===== config.mk =====
export PLATFORM = sky130hd
export DESIGN_NAME = menu_settings_ctrl
export DESIGN_NICKNAME = d
export VERILOG_FILES = /design/src/rtl/menu_pkg.sv /design/src/rtl/menu_btn_edge.sv /design/src/rtl/menu_settings_ctrl.sv
export SDC_FILE = /design/constraint.sdc
export NUM_CORES = 1
export LEC_CHECK = 0
export ABC_AREA = 0
export CAP_MARGIN = 20
export CORE_MARGIN = 4
export CORE_UTILIZATION = 44
export DETAILED_ROUTE_END_ITERATION = 10
export MAX_ROUTING_LAYER = met4
export PLACE_DENSITY = 0.72
export SLEW_MARGIN = 10
export SYNTH_ARGS = -nofsm -noshare
export SYNTH_HDL_FRONTEND = slang
export SYNTH_SLANG_ARGS = --single-unit

===== constraint.sdc =====
create_clock -name clk -period 7.09 [get_ports clk]
set_input_delay 1.418 -clock clk [delete_from_list [all_inputs] [get_ports clk]]
set_output_delay 1.418 -clock clk [all_outputs]
set_load 0.02 [all_outputs]

===== src/rtl/menu_pkg.sv =====
// Shared row/state encodings and the colour-step helper for the menu settings sequencer.
package menu_pkg;

  localparam logic [1:0] ROW_DIFF = 2'd0;
  localparam logic [1:0] ROW_R    = 2'd1;
  localparam logic [1:0] ROW_G    = 2'd2;
  localparam logic [1:0] ROW_B    = 2'd3;

  typedef enum logic {
    ST_MENU = 1'b0,
    ST_PLAY = 1'b1
  } state_e;

  // One +/-1 step of the selected nibble; an all-black result is skipped so the snake stays visible.
  function automatic logic [11:0] step_color(input logic [11:0] color,
                                             input logic [1:0]  row,
                                             input logic        inc);
    logic [3:0]  nib;
    logic [11:0] res;
    case (row)
      ROW_R:   nib = color[11:8];
      ROW_G:   nib = color[7:4];
      default: nib = color[3:0];
    endcase
    nib = inc ? nib + 4'd1 : nib - 4'd1;
    res = color;
    case (row)
      ROW_R:   res[11:8] = nib;
      ROW_G:   res[7:4]  = nib;
      default: res[3:0]  = nib;
    endcase
    if (res == 12'h000) begin
      nib = inc ? nib + 4'd1 : nib - 4'd1;
      case (row)
        ROW_R:   res[11:8] = nib;
        ROW_G:   res[7:4]  = nib;
        default: res[3:0]  = nib;
      endcase
    end
    return res;
  endfunction

endpackage


===== src/rtl/menu_btn_edge.sv =====
// Rising-edge press detector for one debounced button level.
module menu_btn_edge (
  input  logic clk,
  input  logic rst_n,
  input  logic level_i,
  output logic press_o
);

  logic prev_q;
  logic armed_q;

  // armed_q masks the first cycle after reset so a button held through reset is not a press
  always_ff @(posedge clk) begin
    if (!rst_n) begin
      prev_q  <= 1'b0;
      armed_q <= 1'b0;
    end else begin
      prev_q  <= level_i;
      armed_q <= 1'b1;
    end
  end

  assign press_o = level_i & ~prev_q & armed_q;

endmodule


===== src/rtl/menu_settings_ctrl.sv =====
// Menu settings sequencer: row selection, difficulty and snake colour, game start pulse.
// Optional hold-to-repeat on left/right is built when MENU_AUTOREPEAT_EN is defined.
module menu_settings_ctrl
   import menu_pkg::*;
#(
   parameter logic [1:0]  DIFF_MAX      = 2'd3,
   parameter logic [1:0]  RESET_DIFF    = 2'd1,
   parameter logic [11:0] RESET_COLOR   = 12'h0F0,
   parameter logic [31:0] REPEAT_DELAY  = 32'd32_500_000,
   parameter logic [31:0] REPEAT_PERIOD = 32'd6_500_000
) (
   input  logic        clk,
   input  logic        rst_n,
   input  logic        menu_active,
   input  logic        btn_up,
   input  logic        btn_down,
   input  logic        btn_left,
   input  logic        btn_right,
   input  logic        btn_enter,
   output logic [1:0]  difficulty_level,
   output logic [11:0] snake_color,
   output logic [1:0]  sel_row,
   output logic        game_start,
   output logic        in_menu
);

   logic [5:0]  lvl;
   logic [5:0]  press;
   logic        up_p, down_p, left_p, right_p, enter_p, act_p;

   state_e      state_q, state_d;
   logic [1:0]  row_q, row_d;
   logic [1:0]  diff_q, diff_d;
   logic [11:0] color_q, color_d;
   logic        start_q, start_d;
   logic        in_menu_q, in_menu_d;

   logic        rpt_step;
   logic        rpt_inc;
   logic        step_inc;

   assign lvl = {menu_active, btn_enter, btn_right, btn_left, btn_down, btn_up};

   for (genvar i = 0; i < 6; i++) begin : g_edge
      menu_btn_edge u_edge (
         .clk     (clk),
         .rst_n   (rst_n),
         .level_i (lvl[i]),
         .press_o (press[i])
      );
   end

   assign {act_p, enter_p, right_p, left_p, down_p, up_p} = press;

`ifdef MENU_AUTOREPEAT_EN
   logic [31:0] hold_q, hold_d;
   logic        rep_q, rep_d;
   logic        hold_ok;

   // Counter arms on a left/right press; first repeat after REPEAT_DELAY, then every REPEAT_PERIOD
   always_comb begin
      hold_d   = 32'd0;
      rep_d    = 1'b0;
      rpt_step = 1'b0;
      hold_ok  = (state_q == ST_MENU) && (btn_left ^ btn_right) &&
                 !(enter_p | up_p | down_p);
      if (hold_ok) begin
         if (hold_q == 32'd0) begin
            hold_d = (left_p | right_p) ? 32'd1 : 32'd0;
         end else if (hold_q == (rep_q ? REPEAT_PERIOD : REPEAT_DELAY)) begin
            rpt_step = 1'b1;
            hold_d   = 32'd1;
            rep_d    = 1'b1;
         end else begin
            hold_d = hold_q + 32'd1;
            rep_d  = rep_q;
         end
      end
   end

   // Hold counter and repeat-phase registers, cleared on reset
   always_ff @(posedge clk) begin
      if (!rst_n) begin
         hold_q <= 32'd0;
         rep_q  <= 1'b0;
      end else begin
         hold_q <= hold_d;
         rep_q  <= rep_d;
      end
   end

   assign rpt_inc = btn_right;
`else
   assign rpt_step = 1'b0;
   assign rpt_inc  = 1'b0;
`endif

   // State register
   always_ff @(posedge clk) begin
      if (!rst_n) begin
         state_q <= ST_MENU;
      end else begin
         state_q <= state_d;
      end
   end

   // Next-state: enter leaves MENU, a menu_active rising edge returns from PLAY
   always_comb begin
      state_d = state_q;
      case (state_q)
         ST_MENU: if (enter_p) state_d = ST_PLAY;
         ST_PLAY: if (act_p)   state_d = ST_MENU;
         default: state_d = ST_MENU;
      endcase
   end

   // Priority enter > vertical > horizontal; opposing pairs cancel and yield no action
   always_comb begin
      row_d     = row_q;
      diff_d    = diff_q;
      color_d   = color_q;
      start_d   = 1'b0;
      in_menu_d = (state_d == ST_MENU);
      step_inc  = (left_p ^ right_p) ? right_p : rpt_inc;
      if (state_q == ST_MENU) begin
         if (enter_p) begin
            start_d = 1'b1;
         end else if (up_p ^ down_p) begin
            row_d = up_p ? row_q - 2'd1 : row_q + 2'd1;
         end else if ((left_p ^ right_p) || rpt_step) begin
            if (row_q == ROW_DIFF) begin
               if (step_inc && (diff_q < DIFF_MAX)) begin
                  diff_d = diff_q + 2'd1;
               end else if (!step_inc && (diff_q != 2'd0)) begin
                  diff_d = diff_q - 2'd1;
               end
            end else begin
               color_d = step_color(color_q, row_q, step_inc);
            end
         end
      end
   end

   // Output/settings registers with reset values
   always_ff @(posedge clk) begin
      if (!rst_n) begin
         row_q     <= ROW_DIFF;
         diff_q    <= RESET_DIFF;
         color_q   <= RESET_COLOR;
         start_q   <= 1'b0;
         in_menu_q <= 1'b1;
      end else begin
         row_q     <= row_d;
         diff_q    <= diff_d;
         color_q   <= color_d;
         start_q   <= start_d;
         in_menu_q <= in_menu_d;
      end
   end

   assign difficulty_level = diff_q;
   assign snake_color      = color_q;
   assign sel_row          = row_q;
   assign game_start       = start_q;
   assign in_menu          = in_menu_q;

endmodule


---- Word level (Yosys, flattened, before mapping) ----
Cells that the tools add are included.
storage, ports and cells
  word-level logic and storage cells ...... 100
  flip-flop bits (word level) ............. 26
  input port bits ......................... 8
  output and inout port bits .............. 18
operators by class
  muxes and demuxes ....................... 38
  reductions and logical operators ........ 12
  $add $sub $neg .......................... 8
  eq/ne operators ......................... 2
  bitwise gates (word level) .............. 26
  order comparisons ....................... 1
operator list
  kind                 count
  $mux 4               28
  $and 1x1->1          12
  $logic_not 12->1     1
  $mux 12              1
  $not 1->1            12
  $add 4x1->4 const B  2
  $pmux 4 s2           1
  $sub 4x1->4 const B  2
  $mux 2               3
  $reduce_and 6->1     1
  $reduce_and 5->1     1
  $add 2x1->2 const B  2
  $mux 1               4
  $reduce_bool 2->1    2
  $reduce_or 2->1      2
  $sub 2x1->2 const B  2
  $reduce_and 3->1     1
  $eq 2x1->1 const B   1
  $eq 2x2->1 const B   1
  $logic_and 1x1->1    2
  $logic_not 2->1      1
  $lt 2x2->1 const B   1
  $pmux 1 s2           1
  $xor 1x1->1          2
  $logic_not 1->1      1

---- Longest topological paths before layout ----
Gate-level depths: netlist of the first run.
  word-level depth ........................ 18
  mapped depth ............................ 16
  mapped depth without buffers ............ 14

---- By module ----
A second synthesis of the first run with hierarchy kept.
second synthesis, totals
  cell total of the unflattened synthesis .. 204
  area total of the unflattened synthesis .. 1826.8 µm²
modules (own cells, without submodules)
  module              times used  cells an instance  area an instance (µm²)  sequential area each (µm²)
  menu_settings_ctrl  1           180                1496.4                  380.4
  menu_btn_edge       6           4                  55.1                    40.0

---- Worst setup path before layout of the first run ----
Ideal clock, no wire load.
  kind .................................... input-to-reg
  from .................................... input btn_right
  to ...................................... register color_q[6] (netlist: snake_color[6])
  buffers on the path ..................... 1
  library setup time ...................... 91 ps
  path slack .............................. 2580 ps
  data required time ...................... 6999 ps
  data arrival time ....................... 4419 ps
  cell stages on the path ................. 14
  cells stage by stage .................... nand2_1 > nor2_1 > ha_1 > clkbuf_1 > inv_1 > xnor2_1 > ha_1 > inv_1 > a32oi_1 > or3_1 > or4_4 > nor4_4 > a2111oi_1 > a311oi_1
on the way
  cells in the longest elaborated chain, start to end .. 13
  elaborated cells between the ends (all ways) .. 30
  those cells by class .................... add/sub (2); mux (23); bitwise (3); reduce/logical (2)
ends and longest elaborated chain
  item                                        line                                                  RTL
  from (decl)                                 menu_settings_ctrl.sv:18                              input logic btn_right,
  $and 1x1->1 * (2 in a row)                  menu_btn_edge.sv:23                                   assign press_o = level_i & ~prev_q & armed_q;
  $xor 1x1->1                                 menu_settings_ctrl.sv:124, menu_settings_ctrl.sv:130
  $mux 1                                      menu_settings_ctrl.sv:124                             step_inc = (left_p ^ right_p) ? right_p : rpt_inc;
  $mux 4                                      menu_pkg.sv:25                                        nib = inc ? nib + 4'd1 : nib - 4'd1;
  $mux 4                                      menu_pkg.sv:27                                        case (row)
  $mux 4                                      menu_settings_ctrl.sv:131                             if (row_q == ROW_DIFF) begin
  $mux 4                                      menu_settings_ctrl.sv:130                             end else if ((left_p ^ right_p) || rpt_step) begin
  $mux 4                                      menu_settings_ctrl.sv:128                             end else if (up_p ^ down_p) begin
  $mux 4                                      menu_settings_ctrl.sv:126                             if (enter_p) begin
  $mux 4                                      menu_settings_ctrl.sv:125                             if (state_q == ST_MENU) begin
  $logic_not 12->1 or $mux 4 (tied branches)  menu_pkg.sv:32, menu_pkg.sv:34
  $mux 12                                     menu_pkg.sv:32                                        if (res == 12'h000) begin
  to (signal assigned)                        menu_settings_ctrl.sv:155                             color_q <= color_d;
  to (decl)                                   menu_settings_ctrl.sv:34                              logic [11:0] color_q, color_d;
Mark *: on every way between the ends. The rest lies on a longest branch, timed or not. The select of a mux whose other input is x is not followed.
A chain may end at the register's enable or synchronous reset.

---- Final worst setup path of the first run ----
Ends and elaborated chain as after synthesis.

==> impl_metrics.tcl, run 1 <==
set metrics [dict create \
    status "complete, no violations" \
    num_io_pins 26 \
    skew_ns 0.006337 \
    grt_pass1_vias 1777 \
    cts_made_buffers 3 \
    path_delay_family "simple AND/OR/NAND/NOR gates" \
    grt_max_degree 30 \
    cts_root_buf "clkbuf_8" \
    reg2reg_to "snake_color[6]" \
    crit_chain "clkdlybuf4s50_1 -> nand2_1 -> nor2_1 -> ha_1 -> inv_1 -> xnor2_1 -> ha_1 -> inv_1 -> a32oi_1 -> or3_1 -> or4_4 -> nor4_4 -> a2111oi_1 -> a311oi_1" \
    crit_type "in2reg" \
    cts_buffer_depth 2 \
    gp_congestion 0.9209 \
    port_buffers 25 \
    grt_setup_unrepaired "no" \
    ir_worst_vdd_v 0.0001523 \
    drv_slew 0 \
    synth_edf_count 0 \
    stdcell_area_um2 2357 \
    tightestPinTransition_ns 0.9844 \
    core_um2 4414 \
    nets 282 \
    path_buf_inv 3 \
    synth_top_cell_area_share_pct 25.62 \
    r2r_start "sel_row[1]" \
    drtIter0Drc 131 \
    p_leak_nw 0.8411 \
    wl_um 5017 \
    die_area_um2 5769 \
    ys_seq_area_share_pct 25.62 \
    cts_tree "yes" \
    syn2layout_area_growth_pct 16.01 \
    synth_nets 266 \
    yosysTopAreaCell "dfxtp_1" \
    synthTopCellsByArea "dfxtp_1 26%, xnor2_1 5.2%, ha_1 4.9%" \
    grt_overflow 0 \
    syn_avg_cell_area_um2 8.128 \
    period_minus_slack_ns 5.106 \
    hold_class "reg2reg" \
    min_to "game_start" \
    crit_fanout 10 \
    synth-seq-cells 26 \
    min_period_over_period_pct 72.02 \
    drc_errors 0 \
    maxCapViolCount 0 \
    dpl_cell_area_um2 2286 \
    worstRegToRegCells 12 \
    final_hold_viol_count 0 \
    wl_per_cell_um 15.83 \
    worstPathArrival_ns 5.29 \
    power_density_nw_per_um2 239.8 \
    antenna_cells 0 \
    start_kind "input pin" \
    start_util_pct 46.03 \
    dp_hpwl_um 3740 \
    relSlewSlack_pct 34.37 \
    end_kind "flip-flop" \
    slowest_stage "or4_4" \
    r2r_slack_ns 2.24 \
    die_h_um 75.96 \
    cp.required_ns 7.28 \
    antenna_found_initial 0 \
    synth.distinct_cells 61 \
    postRouteAntennaNets 0 \
    holdCritStartpoint "state_q" \
    postSynthCellCount 250 \
    hold_path_depth 1 \
    vias_per_cell 6.237 \
    setup_tns_ns 0 \
    cts_max_level 1 \
    drive_above_1_share_pct 7.547 \
    grt_pass1_wl_um 8728 \
    die_x_um 75.96 \
    dr.pass1.iters 4 \
    async_reset_ff_share_pct 0 \
    path_clk_slew_ns 0.09 \
    vias 1977 \
    setup_viol 0 \
    cpPeakStageDelay_ns 0.55 \
    grt_use_total_pct 17.96 \
    clock_sinks 26 \
    post-route-util_pct 53.40 \
    cts_resized 0 \
    postCtsSetupRepairBufs 0 \
    yosysWarnings 0 \
    clock_latency_ns 0.27 \
    fmax_ghz 0.1958 \
    rows 24 \
    power_w 0.0005653 \
    synth-main-ff-cell "dfxtp_1" \
    cts_hold_buf 0 \
    synthesis.area_um2 2032 \
    crit_cells 14 \
]
## worst register-to-register path, cell delays in order, from the launching register on
cell and delay [ns]:
dfxtp_1 0.38, inv_1 0.09, ha_1 0.87, nor2_1 0.11, a21oi_1 0.79, ha_1 0.41
inv_1 0.17, a32oi_1 0.13, or3_1 0.34, or4_4 0.55, nor4_4 0.50, a2111oi_1 0.16
a311oi_1 0.26
## cell families after synthesis
family / share of synthesized area [%]
simple gates: 24.94
buf+inv: 5.603
compound gates: 29.80
xor+xnor: 6.035
flops: 25.62
mux: 3.079
fa+ha+maj: 4.926
## routing by layer
metal	vias up	GRT usage (%)	routed length, um
li1	978	-	-
met1	919	24.28	2259
met2	74	26.63	2353
met3	6	4.621	352
met4	0	4.448	52
met5	-	-	0
## synth_stat cells, drive strengths merged (3+ instances only)
| cell | n |
|---|---|
| a2111oi | 5 |
| a211oi | 7 |
| a21boi | 3 |
| a21o | 4 |
| a21oi | 12 |
| a22oi | 4 |
| a311oi | 4 |
| a31oi | 4 |
| and2 | 10 |
| buf | 6 |
| clkbuf | 9 |
| dfxtp | 26 |
| ha | 8 |
| inv | 12 |
| mux2i | 4 |
| nand2 | 15 |
| nand3 | 7 |
| nand3b | 3 |
| nand4 | 4 |
| nor2 | 20 |
| nor2b | 5 |
| nor3 | 6 |
| nor4 | 5 |
| o2111ai | 3 |
| o21ai | 11 |
| o221ai | 3 |
| o31ai | 3 |
| xnor2 | 12 |
## layout by cell type (no fill, tap or decap), types with 5 or more instances in the layout
cell type / n
and2_1: 10
xnor2_1: 12
nand2_1: 15
inv_1: 11
o21ai_0: 11
dfxtp_1: 26
nor2_1: 19
clkdlybuf4s50_1: 25
nor3_1: 6
nand3_1: 7
a21oi_1: 11
a211oi_1: 7
ha_1: 8
nor2b_1: 5
## power breakdown
part / total (W) / internal, W / switching (W)
clock network: 0.000122 / 0.0000755 / 0.0000469
logic: 0.000281 / 0.000110 / 0.000172
registers: 0.000162 / 0.000154 / 0.00000794
total: 0.000565 / 0.000339 / 0.000226
## final cells by class
type	count	area (um^2)
Timing Repair Buffer	26	257.7
Sequential cell	26	520.5
Clock inverter	1	30.03
Tap cell	52	65.06
Inverter	12	45.04
Clock buffer	3	41.29
Fill cell	404	2057
Multi-Input combinational cell	197	1398
## how the worst max path moves through the flow
stage	end	from	slack [ns]
after floorplan	snake_color[6]	btn_right	2.58
after global placement	snake_color[6]	btn_right	1.82
after detailed placement	snake_color[6]	btn_right	1.74
after CTS	snake_color[6]	btn_right	2.02
after global routing	snake_color[6]	btn_right	1.66
final	snake_color[6]	btn_right	1.98
## per-stage QoR
stage | setup slack, ns | hold slack [ns] | std cells
2_1_floorplan | 2.580 | 0.4256 | 250
3_3_place_gp | 1.820 | 0.4522 | 313
3_5_place_dp | 1.740 | 0.4532 | 313
4_1_cts | 2.017 | 0.4776 | 317
5_1_grt | 1.657 | 0.5330 | 317
6_report | 1.984 | 0.4723 | 317
No activity file was read; power rests on OpenSTA's default activity.
==> inputs of run 2 (changes only) <==
- PLACE_DENSITY: 0.72 -> 0.74
- clock period: 7.09 -> 4.2 ns (I/O delays scaled with it)
==> impl_metrics.tcl, run 2 (synthesis gave the netlist of run 1 again) <==
set metrics [dict create \
    seqPwrFrac_pct 28.6 \
    status "complete, no violations" \
    num_io_pins 26 \
    vias 2041 \
    grt_max_degree 22 \
    hold_class "reg2reg" \
    cts_max_level 1 \
    grt_use_total_pct 19.04 \
    die_area_um2 5769 \
    gp_congestion 0.9274 \
    drv_slew 0 \
    p_switching_w 0.0003922 \
    power_w 0.0009579 \
    drtIter0Drc 161 \
    nets 300 \
    fmax_ghz 0.2527 \
    period_minus_slack_ns 3.957 \
    sw_frac_of_total_pct 40.94 \
    internal_power_w 0.0005657 \
    grt_pass1_vias 1884 \
    path_clk_slew_ns 0.09 \
    port_buffers 25 \
    power_density_nw_per_um2 386.9 \
    clock_latency_ns 0.27 \
    cpPeakStageDelay_ns 0.55 \
    postCtsSetupRepairBufs 0 \
    final_hold_viol_count 0 \
    cts_root_buf "clkbuf_8" \
    grt_setup_unrepaired "no" \
    final_common_cell "dfxtp_1" \
    stdcell_area_um2 2476 \
    grt_overflow 0 \
    tightestPinTransition_ns 0.6760 \
    final_cell_count_no_fill 335 \
    dpl_cell_area_um2 2421 \
    drc_errors 0 \
    wl_per_cell_um 16.04 \
    min_period_over_period_pct 94.21 \
    maxCapViolCount 0 \
    antenna_cells 0 \
    drive_above_1_share_pct 13.43 \
    post-route-util_pct 56.09 \
    setup_tns_ns 0 \
    crit_type "in2reg" \
    fillers 412 \
    vias_per_cell 6.093 \
    worstPathArrival_ns 4.13 \
    dp_cells 331 \
    clkPwrFrac_pct 17.0 \
    die_h_um 75.96 \
    cts_hold_buf 0 \
    slowest_stage "or4_4" \
    clock_sinks 26 \
    comb_power_share_pct 54.4 \
    crit_chain "clkdlybuf4s50_1 -> nand2_1 -> nor2_1 -> ha_1 -> inv_1 -> xnor2_1 -> ha_1 -> inv_1 -> a32oi_1 -> or3_1 -> or4_4 -> a2111oi_2 -> a21oi_1 -> nor4_1" \
    cts_made_buffers 3 \
    cp.required_ns 4.38 \
    dr.pass1.iters 5 \
    skew_ns 0.001850 \
    ir_worst_vdd_v 0.0002026 \
    syn2layout_area_growth_pct 21.86 \
    crit_fanout 3 \
    wl_um 5372 \
    grt_pass1_wl_um 9039 \
    core_um2 4414 \
    dp_hpwl_um 4127 \
    start_util_pct 46.03 \
    postRouteAntennaNets 0 \
    die_x_um 75.96 \
    relSlewSlack_pct 54.22 \
    setup_viol 0 \
    p_leak_nw 0.9247 \
    cts_resized 0 \
    cts_tree "yes" \
    antenna_found_initial 0 \
    end_kind "flip-flop" \
    rows 24 \
    cts_buffer_depth 2 \
    start_kind "input pin" \
    final_cell_mix "26 x dfxtp_1, 25 x clkdlybuf4s50_1, 19 x nor2_1, 19 x buf_4, 15 x nand2_1" \
]
[run 2: changes by cell type in the layout (fill, tap and decap cells not counted)]
cell	change
buf_4	+18
bufinv_16	-1
clkbuf_8	+1
[run 2: layer usage]
metal,GRT usage [%],up-vias,part of all wire [%],routed length (um)
li1,-,1008,-,-
met1,23.94,956,44,2355
met4,3.737,0,1.0,56
met2,31.76,71,49,2614
met3,3.555,6,6.4,345
met5,-,-,0,0
[run 2: final cells by class]
class / instances / area [um^2] / area share [%]
clock buffer: 4 / 55.05 / 2.223
inverter: 12 / 45.04 / 1.819
multi-input combinational: 197 / 1398 / 56.44
sequential: 26 / 520.5 / 21.02
tap: 52 / 65.06 / 2.628
timing repair buffer: 44 / 392.9 / 15.87
[run 2: per-stage QoR]
step | hold slack [ns] | setup slack, ns
2_1_floorplan | 0.4256 | 0.1592
3_3_place_gp | 0.4438 | 0.07914
3_5_place_dp | 0.4565 | 0.0009814
4_1_cts | 0.4782 | 0.2992
5_1_grt | 0.5130 | 0.1003
6_report | 0.4705 | 0.2432
[run 2: power groups by stage]
stage	Combinational [W]	Sequential [W]	Clock, W
after floorplan	0.000360	0.000287	0
after global placement	0.000512	0.000279	0
after global routing	0.000566	0.000276	0.000180
after CTS	0.000517	0.000273	0.000167
final	0.000521	0.000274	0.000163
after detailed placement	0.000515	0.000279	0
[run 2: critical path: cells and delay by family]
kind	cells	cell delay (ns)
AOI/OAI and AO/OA	3	0.62
xor gates and xnor gates	1	0.12
adders and majority gates	2	0.53
buffers and inverters	3	0.66
and+or+nand+nor	5	1.36
[run 2: path summary, 6_finish.rpt]
path	to	from	slack [ns]	cells past startpoint
worst max register to register	snake_color[3]	sel_row[1]	0.30	13
worst min register to register	game_start	state_q	0.47	1
worst max-delay path	snake_color[3]	btn_right	0.24	14
worst min-delay path	game_start	state_q	0.47	1
==> inputs of run 3 (changes only) <==
- ABC_CLOCK_PERIOD_IN_PS: unset -> 4670
- PLACE_DENSITY: 0.74 -> 0.73
- SYNTH_HIERARCHICAL: unset -> 1
- clock period: 4.2 -> 4.67 ns (I/O delays scaled with it)
==> impl_metrics.tcl, run 3 <==
set metrics [dict create \
    status "complete, no violations" \
    synth-seq-cells 31 \
    crit_fanout 9 \
    end_kind "flip-flop" \
    synth_top_cell_area_share_pct 33.97 \
    nets 247 \
    maxCapViolCount 0 \
    drive_above_1_share_pct 10.39 \
    regArea_um2 620.6 \
    synthesis.area_um2 1827 \
    async_reset_ff_share_pct 0 \
    cts_made_buffers 5 \
    start_util_pct 45.67 \
    clock_sinks 31 \
    cts_tree "yes" \
    dp_slack_ns 0.5456 \
    grt_pass1_vias 1453 \
    syn_avg_cell_area_um2 8.955 \
    grt_use_total_pct 18.47 \
    drtIter0Drc 112 \
    wl_per_cell_um 16.00 \
    grt_overflow 0 \
    cts_buffer_depth 2 \
    synth.most_common_cell "dfxtp_1" \
    wl_um 4495 \
    worstPathArrival_ns 4.00 \
    setup_tns_ns 0 \
    cts_resized 0 \
    synth_edf_count 0 \
    setup_viol 0 \
    postSynthCellCount 204 \
    yosysTopAreaCell "dfxtp_1" \
    syn2layout_area_growth_pct 21.64 \
    gp_congestion 1.040 \
    synth_top_cells_by_count "31 x dfxtp_1, 14 x nand2_1, 14 x o21ai_0" \
    cts_root_buf "clkbuf_8" \
    min_period_over_period_pct 81.58 \
    hold_class "reg2reg" \
    dp_hpwl_um 3283 \
    antenna_found_initial 0 \
    synth-main-ff-cell "dfxtp_1" \
    fillers 372 \
    power_density_nw_per_um2 433.0 \
    cp.required_ns 4.86 \
    cts_max_level 2 \
    synth_nets 221 \
    relSlewSlack_pct 54.46 \
    ys_seq_area_share_pct 33.97 \
    skew_ns 0.003298 \
    num_io_pins 26 \
    fmax_ghz 0.2625 \
    dr.pass1.iters 5 \
    final_hold_viol_count 0 \
    final_common_cell "dfxtp_1" \
    drv_slew 0 \
    port_buffers 25 \
    postRouteAntennaNets 0 \
    antenna_cells 0 \
    crit_type "in2reg" \
    vias 1642 \
    rows 23 \
    final_cell_count_no_fill 281 \
    dp_cells 273 \
    clock_latency_ns 0.29 \
    dpl_cell_area_um2 2110 \
    postCtsSetupRepairBufs 0 \
    fin_ws_ns 0.8602 \
    final_cell_mix "31 x dfxtp_1, 25 x clkdlybuf4s50_1, 14 x nand2_1, 14 x o21ai_0, 13 x inv_1" \
    drc_errors 0 \
    period_minus_slack_ns 3.810 \
    start_kind "input pin" \
    synth.distinct_cells 59 \
    largest_register_ffs 9 \
    stdcell_area_um2 2222 \
    ir_worst_vdd_v 0.0002629 \
    grt_setup_unrepaired "no" \
    p_leak_nw 0.8589 \
    grt_pass1_wl_um 7300 \
    cts_hold_buf 0 \
    die_x_um 72.44 \
    die_h_um 72.44 \
    yosysWarnings 6 \
    vias_per_cell 5.843 \
    synthTopCellsByArea "dfxtp_1 34%, ha_1 5.5%, o21ai_0 3.8%" \
    grt_max_degree 25 \
    multi_input_area_um2 1112 \
    core_um2 4000 \
    tightestPinTransition_ns 0.6832 \
    die_area_um2 5247 \
    path_clk_slew_ns 0.07 \
]
==> run 3: changes by cell type after synthesis, sizes merged, moves of 4 or more <==
cell,delta
a2111oi,-5
a211oi,-4
a21o,-4
and3b,+7
clkbuf,-6
dfxtp,+5
nor2,-9
nor2b,-4
xnor2,-7
==> run 3: power by group <==
group	switching (W)	internal (W)	leakage, nW
registers	0.0000123	0.000279	0.255
logic	0.000234	0.000168	0.546
clock network	0.000110	0.000159	0.0581
==> run 3: layer usage <==
metal  part of all wire (%)  vias to the layer above  track usage (%)
li1                       -                      801                -
met1                     49                      770            25.95
met2                     43                       58            25.58
met3                    5.6                       13            4.709
met4                    2.6                        0            6.352
met5                      0                        -                -
==> run 3: cells by family after synthesis <==
family | count (synthesis) | synth area share, %
AO/OA/AOI/OAI | 55 | 22.19
XOR/XNOR | 9 | 5.069
adder cells (fa/ha/maj) | 9 | 6.576
buffers and inverters | 21 | 5.137
flip-flops | 31 | 33.97
multiplexers | 4 | 2.260
AND/OR/NAND/NOR | 75 | 24.79
==> run 3: per-stage QoR <==
| step | hold WS, ns | total power (W) | util [%] |
|---|---|---|---|
| 4_1_cts | 0.4442 | 0.0009568 | 55.55 |
| 5_1_grt | 0.4723 | 0.001016 | 55.55 |
| 3_5_place_dp | 0.4310 | 0.0006905 | 52.74 |
| 6_report | 0.4441 | 0.0009622 | 55.55 |
| 3_3_place_gp | 0.4272 | 0.0006975 | 52.74 |
| 2_1_floorplan | 0.4131 | 0.0005878 | - |
==> run 3: cell type report <==
class	count	area share, %
Clock buffer	5	3.097
Clock inverter	3	1.971
Inverter	13	2.196
Multi-Input combinational cell	152	50.06
Sequential cell	31	27.93
Tap cell	50	2.815
Timing Repair Buffer	27	11.94
==> run 3: worst paths after layout <==
kind                                 start              end  slack, ns  cells past startpoint
worst max register to register  sel_row[1]  snake_color[11]       0.86                     13
worst min register to register     state_q       game_start       0.44                      1
worst max-delay path              btn_left  snake_color[11]       0.86                     13
worst min-delay path               state_q       game_start       0.44                      1
==> run 3: critical path, cell delays in order <==
cell,delay (ns)
clkdlybuf4s50_1,0.47
and3b_1,0.15
inv_1,0.04
ha_1,0.19
buf_4,0.18
fa_1,0.45
xnor2_1,0.39
ha_1,0.24
o21ai_0,0.09
o21bai_1,0.21
xnor3_1,0.31
nor4b_1,0.17
o21a_1,0.18
